$ cat src/rtl/dispatcher.sv
// One-to-many steering unit: routes each upstream beat to a per-port 2-entry skid FIFO
// selected by dest_us; beats with an out-of-range dest are discarded and counted.
module dispatcher #(
  parameter int NUM_OUT = 4,
  parameter int WIDTH   = 10,
  parameter int DEST_W  = $clog2(NUM_OUT),
  parameter int DROP_W  = 8
) (
  input  logic                            clk,
  input  logic                            rst,
  input  logic                            valid_us,
  input  logic [WIDTH-1:0]                data_us,
  input  logic [DEST_W-1:0]               dest_us,
  output logic                            stall_us,
  output logic [NUM_OUT-1:0]              valid_ds,
  output logic [NUM_OUT-1:0][WIDTH-1:0]   data_ds,
  input  logic [NUM_OUT-1:0]              stall_ds,
  output logic [DROP_W-1:0]               drop_cnt
);

  logic [NUM_OUT-1:0][1:0]            cnt_q, cnt_d;
  logic [NUM_OUT-1:0]                 head_q, head_d;
  logic [NUM_OUT-1:0]                 tail_q, tail_d;
  logic [NUM_OUT-1:0][1:0][WIDTH-1:0] mem_q, mem_d;
  logic [DROP_W-1:0]                  drop_q, drop_d;
  logic                               dest_hit;

  // Port-side views and upstream stall; stall_us never looks at stall_ds.
  always_comb begin
    stall_us = 1'b0;
    dest_hit = 1'b0;
    valid_ds = '0;
    data_ds  = '0;
    for (int i = 0; i < NUM_OUT; i++) begin
      dest_hit    = dest_hit | (dest_us == DEST_W'(i));
      stall_us    = stall_us | (valid_us & (dest_us == DEST_W'(i)) & (cnt_q[i] == 2'd2));
      valid_ds[i] = (cnt_q[i] != 2'd0);
      data_ds[i]  = mem_q[i][head_q[i]];
    end
  end

  assign drop_cnt = drop_q;

  // Next-state: per-port push/pop bookkeeping and the saturating drop counter.
  always_comb begin
    logic push, pop;
    cnt_d  = cnt_q;
    head_d = head_q;
    tail_d = tail_q;
    mem_d  = mem_q;
    drop_d = drop_q;
    for (int i = 0; i < NUM_OUT; i++) begin
      push = valid_us & ~stall_us & (dest_us == DEST_W'(i));
      pop  = valid_ds[i] & ~stall_ds[i];
      if (push) begin
        mem_d[i][tail_q[i]] = data_us;
        tail_d[i]           = ~tail_q[i];
      end else begin
        tail_d[i] = tail_q[i];
      end
      if (pop) begin
        head_d[i] = ~head_q[i];
      end else begin
        head_d[i] = head_q[i];
      end
      case ({push, pop})
        2'b10:   cnt_d[i] = cnt_q[i] + 2'd1;
        2'b01:   cnt_d[i] = cnt_q[i] - 2'd1;
        default: cnt_d[i] = cnt_q[i];
      endcase
    end
    // Out-of-range dest is consumed silently; counter sticks at all-ones.
    if (valid_us && !dest_hit && (drop_q != {DROP_W{1'b1}})) begin
      drop_d = drop_q + {{(DROP_W-1){1'b0}}, 1'b1};
    end else begin
      drop_d = drop_q;
    end
  end

  // State registers; reset clears storage too so no stale payload is visible.
  always_ff @(posedge clk) begin
    if (rst) begin
      cnt_q  <= '0;
      head_q <= '0;
      tail_q <= '0;
      mem_q  <= '0;
      drop_q <= '0;
    end else begin
      cnt_q  <= cnt_d;
      head_q <= head_d;
      tail_q <= tail_d;
      mem_q  <= mem_d;
      drop_q <= drop_d;
    end
  end

  dispatcher_chk #(
    .NUM_OUT (NUM_OUT),
    .WIDTH   (WIDTH),
    .DEST_W  (DEST_W)
  ) u_chk (
    .clk      (clk),
    .rst      (rst),
    .valid_us (valid_us),
    .stall_us (stall_us),
    .data_us  (data_us),
    .dest_us  (dest_us),
    .cnt      (cnt_q)
  );

endmodule

// Simulation-only protocol checks: FIFO occupancy bound and upstream hold rule.
module dispatcher_chk #(
  parameter int NUM_OUT = 4,
  parameter int WIDTH   = 10,
  parameter int DEST_W  = 2
) (
  input logic                       clk,
  input logic                       rst,
  input logic                       valid_us,
  input logic                       stall_us,
  input logic [WIDTH-1:0]           data_us,
  input logic [DEST_W-1:0]          dest_us,
  input logic [NUM_OUT-1:0][1:0]    cnt
);

  logic              hold_q;
  logic [WIDTH-1:0]  data_q;
  logic [DEST_W-1:0] dest_q;

  // Remember a stalled beat and require the producer to present it again.
  always_ff @(posedge clk) begin
    if (rst) begin
      hold_q <= 1'b0;
      data_q <= '0;
      dest_q <= '0;
    end else begin
      hold_q <= valid_us & stall_us;
      data_q <= data_us;
      dest_q <= dest_us;
      if (hold_q) begin
        assert (valid_us && (data_us == data_q) && (dest_us == dest_q));
      end
    end
    for (int i = 0; i < NUM_OUT; i++) begin
      assert (cnt[i] <= 2'd2);
    end
  end

endmodule

$ cat config.mk
export PLATFORM = sky130hd
export DESIGN_NAME = dispatcher
export DESIGN_NICKNAME = d
export VERILOG_FILES = /design/src/rtl/dispatcher.sv
export SDC_FILE = /design/constraint.sdc
export NUM_CORES = 1
export LEC_CHECK = 0
export ABC_AREA = 1
export CAP_MARGIN = 10
export CORE_MARGIN = 2
export CORE_UTILIZATION = 54
export DETAILED_ROUTE_END_ITERATION = 7
export PLACE_DENSITY = 0.8
export SLEW_MARGIN = 20
export SYNTH_ARGS = -nofsm -noshare
export SYNTH_HDL_FRONTEND = slang
export SYNTH_SLANG_ARGS = --single-unit
$ cat constraint.sdc
create_clock -name clk -period 2.6 [get_ports clk]
set_clock_uncertainty 0.05 [all_clocks]
set_input_delay 0.26 -clock clk [delete_from_list [all_inputs] [get_ports clk]]
set_output_delay 0.26 -clock clk [all_outputs]
set_load 0.02 [all_outputs]
==> qor.yml <==
worstSetupPathType: "primary input to output pin"
combPwrFrac_pct: 16.8
wire_per_inst_um: 11.9
ys_seq_area_share_pct: 43.1
worst_pin_slew_ns: 0.645
path_max_fanout: 10
synth.distinct_cells: 15
ant_nets: 0
endpoint_kind: "output pin"
cts.path.max_buffers: 2
setup_viol: 0
maxCapViolCount: 0
reg2reg_slack_ns: 0.50
place_congestion: 0.802
rsz0062_at_grt: "false"
ctsRootBufferMaster: "clkbuf_8"
crit_slowest_cell: "clkdlybuf4s50_1"
yosysWarningCount: 0
grt_overflow: 0
layout_commonest_cell: "nand2_1"
hold_violations: 0
io_buffers: 71
io-pin-count: 72
antenna_found_initial: 0
row_count: 34
final_nets: 817
grt.total_usage_pct: 22.9
startpoint_type: "primary input"
cp_num_buf_inv: 4
dpl.hpwl_mm: 7.50
layout_common_cells: "215 x nand2_1, 173 x nor2_1, 104 x dfxtp_1"
routed_wirelength_mm: 10.8
cp_common_cell: "nand2_1"
relSlewSlack_pct: 56.9
die_area_mm2: 0.00972
clkTransAtPathRegs_ns: 0.09
syn_avg_cell_area_um2: 6.50
cts_setup_buffers: 0
final.fill_count: 746
syn_area_mm2: 0.00483
cts_inserted_buffers: 9
sw_frac_of_total_pct: 28.7
grt_pass1_vias: 4169
p_seq_share_pct: 52.8
p_leak_nw: 2.76
drive_gt1_share_pct: 5.26
path_delay_family: "buffers and inverters"
hold_path_class: "register to register"
synth_cells: 744
die_w_um: 98.6
slowest_delay_ns: 0.61
holdBufCountCts: 0
insertion_delay_ns: 0.35
ir_drop_mv: 0.395
fin_setup_tns_ns: 0
slew_viol_final: 0
timing.final.crit_share_pct: 92.2
powerDensity_mw_per_mm2: 573
fin_crit_ns: 2.40
start_util_pct: 55.4
arrival_ns: 2.09
p_int_w: 0.00233
core_mm2: 0.00872
drtIter0Drc: 188
status: "complete, no violations"
clkSinkCount: 104
worst_ep_required_time_ns: 2.29
ys_ff_latch: 104
htree_num_levels: 3
vias_per_cell: 4.83
syn_to_final_growth_pct: 18.0
ctsResizeCount: 0
synth_nets: 767
cts_tree: "yes"
crit_chain: "clkdlybuf4s50_1 > nand2_1 > inv_2 > nand2_1 > nand2_1 > nor2_2 > buf_4 > nor2_1 > clkdlybuf4s50_1"
drc_errors: 0
n_antenna_cell: 0
p_total_w: 0.00327
grt_max_degree: 29
p_clk_share_pct: 30.4
fmax_ghz: 0.417
p_sw_w: 0.000939
routed-via-count: 4383
die_h_um: 98.6
dr.pass1.iters: 5
grt_pass1_wl_mm: 18.4
==> registers in the layout, indices dropped and copies added (netlist names) <==
| name | cells |
|---|---|
| head_q | 4 |
| drop_cnt | 8 |
| mem_q | 80 |
| tail_q | 4 |
| cnt_q | 8 |
==> logic make-up (layout without fill, tap and decap cells) <==
family	after synthesis	after routing	share of synthesized area [%]
adder cells (fa/ha/maj)	4	4	1.04
AND/OR/NAND/NOR	404	404	33.7
AO/OA/AOI/OAI	80	80	8.28
flip-flops	104	104	43.1
buffers and inverters	152	207	14.0
==> cell usage after synthesis (all sizes together) <==
cell / instances / area (µm²)
nand2: 215 / 807
ha: 4 / 50.1
inv: 105 / 394
dfxtp: 104 / 2080
o21ai: 56 / 280
nor2: 177 / 674
nand4: 8 / 125
nand3: 4 / 20.0
a21oi: 24 / 120
clkbuf: 19 / 71.3
buf: 28 / 209
==> metal layers <==
layer  vias up  track usage (%)  part of all wire [%]
met3        20             4.75                   4.4
met2       101             41.4                    49
met1      1961             27.6                    44
li1       2301                -                     -
met4         0             6.43                   2.1
met5         -                0                     0
==> per-stage QoR <==
step	util (%)	cells	cell area, µm²	hold slack [ns]	worst slack (ns)
CTS	65.4	907	5710	0.378	0.186
global placement	63.2	891	5510	0.359	0.208
detailed placement	63.2	891	5510	0.363	0.0693
floorplan	-	744	4830	0.279	0.760
global route	65.4	907	5710	0.402	0.0963
finish	65.4	907	5710	0.374	0.202
==> area by class of cell <==
type	instances	area, µm²	area share (%)
Timing Repair Buffer	86	823	14.4
Sequential cell	104	2080	36.5
Inverter	105	394	6.91
Clock buffer	9	124	2.17
Multi-Input combinational cell	488	2080	36.4
Clock inverter	7	70.1	1.23
Tap cell	108	135	2.37
==> worst paths after layout <==
path                                               start                       end  cells past startpoint
worst max-delay path                          dest_us[0]                  stall_us                      9
worst min-delay path            drop_cnt[3]$_SDFFE_PP0P_  drop_cnt[3]$_SDFFE_PP0P_                      2
worst max register to register     cnt_q[1]$_SDFFE_PP0P_     cnt_q[1]$_SDFFE_PP0P_                     12
worst min register to register  drop_cnt[3]$_SDFFE_PP0P_  drop_cnt[3]$_SDFFE_PP0P_                      2
==> worst min-delay path, cell delays in order (launching register included) <==
cell and delay [ns]:
dfxtp_1 0.32, inv_1 0.05, nor2_1 0.03
==> power groups by stage <==
stage                     Combinational [W]  Sequential [W]  Clock (W)
after CTS                          0.000550         0.00173    0.00102
final                              0.000549         0.00173   0.000994
after global routing               0.000605         0.00174    0.00107
after global placement             0.000527         0.00176          0
after detailed placement           0.000547         0.00176          0
after floorplan                    0.000366         0.00173          0
Note: power is estimated with default switching activity, not from simulation.
